### config.mk
export PLATFORM = sky130hd
export DESIGN_NAME = pulse_meter_flat
export DESIGN_NICKNAME = d
export VERILOG_FILES = /design/src/rtl/pulse_meter_if.sv /design/src/rtl/pulse_meter.sv /design/src/flat_wrapper.sv
export SDC_FILE = /design/constraint.sdc
export NUM_CORES = 1
export LEC_CHECK = 0
export ABC_AREA = 1
export CORE_ASPECT_RATIO = 0.9
export CORE_MARGIN = 5
export CORE_UTILIZATION = 53
export CTS_CLUSTER_DIAMETER = 50
export CTS_CLUSTER_SIZE = 10
export DETAILED_ROUTE_END_ITERATION = 6
export PLACE_DENSITY = 0.72
export SLEW_MARGIN = 30
export SYNTH_ARGS = -nofsm -noshare
export SYNTH_HDL_FRONTEND = slang
export SYNTH_SLANG_ARGS = --single-unit
### constraint.sdc
create_clock -name clk -period 3.1 [get_ports clk]
set_clock_uncertainty 0.15 [all_clocks]
set_input_delay 0.465 -clock clk [delete_from_list [all_inputs] [get_ports clk]]
set_output_delay 0.465 -clock clk [all_outputs]
set_load 0.01 [all_outputs]
### src/rtl/pulse_meter_if.sv
// Sample bus into the pulse meter and the measured (ctrl, duty) result out of it.
// The meter attaches through the slave modport; the source side uses master.
interface pulse_meter_if;
  logic signed [15:0] sample;
  logic        [31:0] ctrl;
  logic        [31:0] duty;
  logic               valid;
  logic               overrun;

  modport master (output sample, input ctrl, duty, valid, overrun);
  modport slave  (input sample, output ctrl, duty, valid, overrun);
endinterface

### src/rtl/pulse_meter.sv
// Pulse-wave meter: times each period of a two-level sample stream and divides
// it into a frequency word floor(2^32/P) and a duty word floor(H*2^32/P).
module pulse_meter (
  input  logic          clk,
  input  logic          rst_n,
  pulse_meter_if.slave  bus
);
  typedef enum logic {SYNC, RUN} arm_t;
  typedef enum logic [1:0] {D_IDLE, D_BUSY, D_DONE} div_t;

  localparam logic [31:0] CNT_MAX = 32'hFFFF_FFFF;

  logic        lvl_r, lvl_d, rise;
  logic [31:0] per_cnt, hi_cnt;
  arm_t        arm_state, arm_next;
  div_t        div_state, div_next;
  logic        measure, start, last_iter;
  logic        valid_c, overrun_c;
  logic [4:0]  iter;
  logic [31:0] divisor, q_c, q_d, ctrl_r, duty_r;
  logic [32:0] rem_c, rem_d, sh_c, sh_d;
  logic        bit_c, bit_d;
  logic        sample_unused;

  // Only the sign bit carries the level; the magnitude is irrelevant here.
  assign sample_unused = ^bus.sample[14:0];

  assign rise      = lvl_r & ~lvl_d;
  assign measure   = rise && (arm_state == RUN) && (per_cnt != CNT_MAX);
  assign last_iter = (iter == 5'd31);

  // One restoring step per cycle; the remainder is always below the divisor,
  // so shifting the 33-bit register never loses a set bit.
  assign sh_c  = rem_c << 1;
  assign sh_d  = rem_d << 1;
  assign bit_c = (sh_c >= {1'b0, divisor});
  assign bit_d = (sh_d >= {1'b0, divisor});

  // NOTE: every sequential block uses non-blocking assignments so all registers
  // sample their inputs from the same pre-edge values.
  always_ff @(posedge clk or negedge rst_n) begin
    if (!rst_n) begin
      lvl_r   <= 1'b0;
      lvl_d   <= 1'b0;
      per_cnt <= '0;
      hi_cnt  <= '0;
    end else begin
      lvl_r <= ~bus.sample[15];
      lvl_d <= lvl_r;
      if (rise) begin
        per_cnt <= 32'd1;
        hi_cnt  <= 32'd1;
      end else begin
        if (per_cnt != CNT_MAX) per_cnt <= per_cnt + 32'd1;
        if (lvl_r && (hi_cnt != CNT_MAX)) hi_cnt <= hi_cnt + 32'd1;
      end
    end
  end

  always_ff @(posedge clk or negedge rst_n) begin
    if (!rst_n) begin
      arm_state <= SYNC;
      div_state <= D_IDLE;
    end else begin
      arm_state <= arm_next;
      div_state <= div_next;
    end
  end

  // NOTE: every output of this block gets a default first, so no path through
  // the case/if structure can leave a value unassigned and infer a latch.
  always_comb begin
    arm_next  = arm_state;
    div_next  = div_state;
    start     = 1'b0;
    valid_c   = 1'b0;
    overrun_c = 1'b0;
    if ((arm_state == SYNC) && rise) arm_next = RUN;
    if (measure) begin
      if (div_state == D_IDLE) start = 1'b1;
      else                     overrun_c = 1'b1;
    end
    case (div_state)
      D_IDLE:  if (start) div_next = D_BUSY;
      D_BUSY:  if (last_iter) div_next = D_DONE;
      D_DONE: begin
        valid_c  = 1'b1;
        div_next = D_IDLE;
      end
      default: div_next = D_IDLE;
    endcase
  end

  // NOTE: the datapath registers are reset too, so the outputs read zero the
  // moment rst_n falls rather than after the first clock.
  always_ff @(posedge clk or negedge rst_n) begin
    if (!rst_n) begin
      divisor <= '0;
      rem_c   <= '0;
      rem_d   <= '0;
      q_c     <= '0;
      q_d     <= '0;
      iter    <= '0;
      ctrl_r  <= '0;
      duty_r  <= '0;
    end else if (start) begin
      divisor <= per_cnt;
      rem_c   <= 33'd1;
      rem_d   <= {1'b0, hi_cnt};
      q_c     <= '0;
      q_d     <= '0;
      iter    <= '0;
    end else if (div_state == D_BUSY) begin
      rem_c <= bit_c ? (sh_c - {1'b0, divisor}) : sh_c;
      rem_d <= bit_d ? (sh_d - {1'b0, divisor}) : sh_d;
      q_c   <= {q_c[30:0], bit_c};
      q_d   <= {q_d[30:0], bit_d};
      iter  <= iter + 5'd1;
    end else if (div_state == D_DONE) begin
      ctrl_r <= q_c;
      duty_r <= q_d;
    end
  end

  // The fresh quotients bypass the holding registers during D_DONE so the new
  // values are visible in the same cycle as the valid strobe.
  assign bus.ctrl    = (div_state == D_DONE) ? q_c : ctrl_r;
  assign bus.duty    = (div_state == D_DONE) ? q_d : duty_r;
  assign bus.valid   = valid_c;
  assign bus.overrun = overrun_c;
endmodule
### src/flat_wrapper.sv
// flat-port wrapper written by rule: the top's interface ports become plain ports
module pulse_meter_flat 
  (clk, rst_n, bus_sample, bus_ctrl, bus_duty, bus_valid, bus_overrun);
  pulse_meter_if bus_i ();
  input  logic clk;
  input  logic rst_n;
  input wire logic [$bits(bus_i.sample)-1:0] bus_sample;
  output wire logic [$bits(bus_i.ctrl)-1:0] bus_ctrl;
  output wire logic [$bits(bus_i.duty)-1:0] bus_duty;
  output wire logic [$bits(bus_i.valid)-1:0] bus_valid;
  output wire logic [$bits(bus_i.overrun)-1:0] bus_overrun;
  assign bus_i.sample = bus_sample;
  assign bus_ctrl = bus_i.ctrl;
  assign bus_duty = bus_i.duty;
  assign bus_valid = bus_i.valid;
  assign bus_overrun = bus_i.overrun;
  pulse_meter u_core (.clk(clk), .rst_n(rst_n), .bus(bus_i));
endmodule
### Word-level counts from Yosys, hierarchy flattened

Index checks and enable logic that the tools add are counted.

| cells by class | value |
|---|---|
| $add $sub $neg | 5 |
| magnitude comparators | 2 |
| eq/ne operators | 7 |
| multiplexer cells | 26 |
| bitwise logic cells | 6 |
| reduce and logical (&&, ||, !) cells | 10 |

Operators by type and width:

| kind | count |
|---|---|
| $mux 32 | 16 |
| $ge 33x32->1 | 2 |
| $add 32x1->32 const B | 2 |
| $ne 32x32->1 const B | 2 |
| $sub 32x32->32 | 2 |
| $mux 5 | 2 |
| $reduce_bool 2->1 | 3 |
| $add 5x1->5 const B | 1 |
| $eq 5x5->1 const B | 1 |
| $mux 1 | 5 |
| $not 1->1 | 5 |
| $logic_and 1x1->1 | 4 |
| $mux 2 | 2 |
| $ne 2x1->1 const B | 2 |
| $pmux 2 s2 | 1 |
| $reduce_and 2->1 | 2 |
| $eq 2x1->1 const B | 1 |
| $eq 2x2->1 const B | 1 |
| $logic_not 2->1 | 1 |
| $and 1x1->1 | 1 |

| word-level totals | value |
|---|---|
| bits in registers | 298 |
| input bits | 18 |
| word-level logic and storage cells | 70 |

### Depth between registers and ports, before layout

| logic depth | value |
|---|---|
| depth in word-level cells | 7 |
| mapped depth | 17 |

### Worst setup path after synthesis

OpenSTA, ideal clock, no wires.

| path | value |
|---|---|
| path kind | register -> register |
| start point | register u_core.rem_c[27] |
| end point | register u_core.rem_c[13] |
| setup time | 0.132 ns |
| data arrival time | 1.957 ns |
| setup slack | 0.860 ns |
| cell stages (with the launch flop) | 11 |
| path buffers | 2 |
| period minus slack after synthesis | 2.240 ns |
| cell sequence | dfrtp_1 > ha_1 > a21o_1 > a21oi_1 > o21ai_0 > nor2_1 > clkbuf_1 > buf_2 > nand3_1 > nand3_1 > o21ai_0 |

| between the ends | value |
|---|---|
| longest elaborated chain between the ends | 4 |

Ends and longest elaborated chain:

| what | RTL line | source |
|---|---|---|
| from (decl) | pulse_meter.sv:21 | `logic [32:0] rem_c, rem_d, sh_c, sh_d;` |
| from (signal assigned) | pulse_meter.sv:114 | `rem_c <= bit_c ? (sh_c - {1'b0, divisor}) : sh_c;` |
| $ge 33x32->1 | pulse_meter.sv:36 | `assign bit_c = (sh_c >= {1'b0, divisor});` |
| $mux 32 | pulse_meter.sv:114 |  |
| $mux 32 | pulse_meter.sv:113 | `end else if (div_state == D_BUSY) begin` |
| $mux 32 | pulse_meter.sv:106 | `end else if (start) begin` |

Every way passes these cells. The select of a mux whose other input is x is not followed.
A chain may end at the register's enable or synchronous reset.

### Final worst setup path

| path | value |
|---|---|
| start point | register u_core.div_state[1] |
| end point | output port bus_duty[27] |

| between the ends | value |
|---|---|
| longest elaborated chain between the ends | 2 |

Ends and longest elaborated chain:

| what | RTL line | source |
|---|---|---|
| from (decl) | pulse_meter.sv:16 | `div_t div_state, div_next;` |
| from (signal assigned) | pulse_meter.sv:66 | `div_state <= div_next;` |
| $eq 2x2->1 | pulse_meter.sv:128 | `assign bus.duty = (div_state == D_DONE) ? q_d : duty_r;` |
| $mux 32 | pulse_meter.sv:128 |  |
| to (decl) | flat_wrapper.sv:9 | `output wire logic [$bits(bus_i.duty)-1:0] bus_duty;` |

Every way passes these cells.

==> flow_summary_export.csv <==
group,metric,value,unit
global_routing,grt_pass1_wl,87500,um
floorplan,io_pins,84,
place,place.gp.congestion,0.988,
pwr,p_comb_share,52.5,%
clock_tree,cts_tree,"built",
worst_setup_path,rr_endpoint,"u_core.rem_d[30]",
timing,finalCritPeriodShare,97.9,%
logic_synthesis,synth_seq_cells,298,
logic_synthesis,ys.flop_type,"dfrtp_1",
hold_path,hold_path.class,"input port to register",
worst_setup_path,worstSetupEndpoint,"bus_duty[27]",
logic_synthesis,syn_area_per_cell,7.08,um2
worst_setup_path,r2r_cells,12,
timing,hold-worst-slack,0.250,ns
route,firstDrtPassIters,6,
route,vias,17474,
route,drc,0,
pwr,internal_power,11.5,mW
worst_setup_path,critPathMaxFanout,44,
global_routing,grt_pass1_vias,16412,
pwr,power.switching_fraction,44.8,%
worst_setup_path,cp_cell_sequence,"inv_1 > nor2_4 > bufinv_16 > buf_12 > nand2_1 > o21ai_0 > clkdlybuf4s50_1",
place,io_buffers,68,
timing,finalMaxSlewViolations,0,
pwr,ir_drop,427,uV
floorplan,design.core.area,35100,um2
flow_run,drv_cap,0,
logic_synthesis,async_flop_share,100,%
route,wl_per_cell,16.7,um
timing,rsz0062_at_grt,"true",
layout,seqCellArea,7460,um2
layout,fillers,3231,
logic_synthesis,yosysUniqueCellTypes,46,
worst_setup_path,rrSetupSlack,0.27,ns
clock_tree,htreeDepth,2,
layout,num_antenna_cells,0,
route,drtAntennaViolNets,0,
worst_setup_path,r2r_start,"u_core.rem_d[0]",
clock_tree,numCtsBuffers,41,
worst_setup_path,cp.arrival,2.42,ns
timing,clock.fmax,329,MHz
route,drtIter0Drc,1680,
pwr,power.switching,9.29,mW
floorplan,die_w,209,um
worst_setup_path,cp_slowest_stage_delay,0.58,ns
logic_synthesis,synthesis.nets,2753,
layout,area_delta_synth_final,13.8,%
layout,multi_input_area,9440,um2
worst_setup_path,end_kind,"primary output",
timing,hold_viol,0,
global_routing,track_usage,27.1,%
global_routing,grt_max_degree,93,
clock_tree,clk_latency,0.57,ns
layout,drive_gt1_share,5.86,%
timing,finalSetupViolCount,0,
timing,finalWorstPathRequiredPeriod,3.04,ns
outcome,status,"finished clean",
clock_tree,cts_sinks,298,
clock_tree,clk_pin_slew,0.05,ns
logic_synthesis,ys_seq_area_share,39.5,%
timing,maxSlewHeadroom,35.8,%
pwr,leakage,10.5,nW
worst_setup_path,slowest_stage,"clkdlybuf4s50_1",
logic_synthesis,ys.warnings.count,0,
worst_setup_path,cp-start-kind,"register",
layout,final_nets,2818,
timing,tightest_slew,0.962,ns
pwr,clock_power_share,21.1,%
floorplan,row_count,65,
logic_synthesis,netlist_area,18900,um2
route,vias_per_cell,5.44,
place,dp_hpwl,40300,um
pwr,p_per_area,967,nW/um2
logic_synthesis,synth_edf_count,0,
worst_setup_path,cp-startpoint,"u_core.div_state[1]",
pwr,power_frac_seq,26.4,%
clock_tree,clk_path_buf_depth,3,
floorplan,dieArea,39500,um2
global_routing,antenna_found_initial,0,
worst_setup_path,critical_path_class,"register to primary output",
global_routing,gr-total-overflow,0,
route,route.final.wire_length,53700,um
timing,tns,0,ns
logic_synthesis,postSynthCellCount,2665,
worst_setup_path,cp.required,2.48,ns
floorplan,start_util,53.7,%
floorplan,die_h,189,um
clock_tree,cts-root-buf,"clkbuf_16",
through the flow:
step                      power (mW)  instance area, um2  setup WS (ns)  instances  utilization [%]
after floorplan                 13.5               18900          0.860       2665                -
after global placement          16.0               20100          0.390       3152             57.2
after detailed placement        16.2               20100          0.359       3152             57.2
after CTS                       20.7               21400         0.0141       3214             61.0
after global routing            22.6               21500        -0.0663       3215             61.1
final                           20.7               21500         0.0649       3215             61.1
cells by family (layout without fill, tap and decap cells):
group	Yosys count	count (layout)	share of synthesized area, %
flops	298	298	39.5
xor+xnor	49	49	2.28
simple gates	1292	1292	28.7
fa+ha+maj	70	70	4.72
compound gates	447	447	14.1
buf+inv	509	590	10.6
state kept, by name, summed over array words and instances (netlist names):
signal,cells
u_core.q_c,32
u_core.arm_state,1
u_core.hi_cnt,32
u_core.q_d,32
u_core.div_state,2
u_core.rem_d,32
u_core.divisor,32
u_core.per_cnt,32
u_core.lvl_d,1
u_core.duty_r,32
u_core.rem_c,32
u_core.lvl_r,1
u_core.iter,5
u_core.ctrl_r,32
layout make-up:
type	count	share of cell area, %
Multi-Input combinational cell	1858	44.0
Sequential cell	298	34.8
Inverter	426	7.58
Timing Repair Buffer	104	5.08
Clock buffer	46	5.06
Tap cell	469	2.73
Clock inverter	13	0.752
Timing Repair inverter	1	0.0408
timing repair:
| action | CTS | global route |
|---|---|---|
| pin swaps | 1 | 1 |
| hold buffers | 1 | 0 |
| resized for setup | 9 | 8 |
| endpoints found under the setup margin | 53 | 26 |
| cloned | 1 | 0 |
| endpoints found under the hold margin | 84 | 0 |
| buffers inserted | 1 | 1 |
synth_stat cells (3+ instances only):
master / number / share of area (%)
nor2_2: 3 / 0.10
dfrtp_1: 298 / 40
buf_4: 5 / 0.20
inv_1: 418 / 8.3
nand2_2: 4 / 0.13
nor3_1: 44 / 1.2
buf_2: 17 / 0.45
o21ai_1: 15 / 0.40
nand4_1: 38 / 1.3
o22ai_1: 23 / 0.76
inv_2: 5 / 0.10
o22ai_2: 40 / 2.7
a21oi_1: 85 / 2.3
o31ai_1: 17 / 0.68
xor2_1: 19 / 0.88
nand3_1: 173 / 4.6
nor4_1: 11 / 0.36
nor2_1: 183 / 3.6
o21bai_1: 11 / 0.44
ha_1: 68 / 4.5
clkbuf_1: 49 / 0.98
buf_1: 5 / 0.10
nand3b_1: 19 / 0.76
buf_6: 7 / 0.42
a21o_1: 4 / 0.16
o21ai_0: 246 / 6.5
nand2_1: 806 / 16
xnor2_1: 30 / 1.4
layout by cell type (no fill, tap or decap), types with 2 or more instances in the layout:
cell             netlist  layout
inv_1                418     417
a21o_1                 4       4
nor4_1                11      11
buf_4                  5      25
clkinv_8               0       2
inv_2                  5       6
buf_12                 0       9
a31oi_1                2       2
nand2_2                4       4
clkbuf_8               0       4
dlymetal6s2s_1         0       7
xor2_1                19      19
o21ai_1               15      15
o22ai_2               40      40
clkinvlp_4             0       2
xnor2_1               30      30
ha_1                  68      67
o31ai_1               17      17
nand3_1              173     173
o21bai_1              11      11
nor3_1                44      44
nor2_2                 3       3
bufinv_16              0       3
clkdlybuf4s50_1        0      59
o22ai_1               23      23
nand2_1              806     805
nand2_4                1       2
fa_1                   2       2
dfrtp_1              298     298
nand4_1               38      38
clkinv_2               1       3
nand3b_1              19      19
a21oi_1               85      85
clkbuf_16              0      41
nor2_1               183     182
nor3b_1                2       2
inv_6                  0       5
o21ai_0              246     246
per-layer routing:
metal | share of wire (%) | GRT usage [%] | routed length, um
met5 | 0 | 0 | 0
met4 | 2.4 | 7.40 | 1270
met3 | 6.6 | 4.51 | 3530
met2 | 44 | 41.2 | 23400
met1 | 48 | 40.2 | 25500
worst max-delay path, delay by kind of cell (launching register included):
kind | cells | cell delay (ns)
and+or+nand+nor | 2 | 0.16
buffers and inverters | 4 | 1.21
DFF | 1 | 0.37
AOI/OAI and AO/OA | 1 | 0.10
power groups by stage:
stage	Clock [mW]	Sequential, mW	Combinational [mW]
global route	4.68	5.57	12.3
CTS	4.47	5.46	10.8
detailed placement	0	5.51	10.7
global placement	0	5.49	10.5
floorplan	0	5.33	8.13
finish	4.37	5.48	10.9
worst min-delay path by stage:
stage          cells past startpoint  slack, ns        startpoint                to
6_report                           2       0.25    bus_sample[15]      u_core.lvl_r
5_1_grt                            2       0.23    bus_sample[15]      u_core.lvl_r
4_1_cts                            2       0.22    bus_sample[15]      u_core.lvl_r
3_5_place_dp                       2       0.30  u_core.arm_state  u_core.arm_state
3_3_place_gp                       2       0.29  u_core.arm_state  u_core.arm_state
2_1_floorplan                      0       0.02             rst_n  u_core.arm_state
Note: power is estimated with default switching activity, not from simulation.
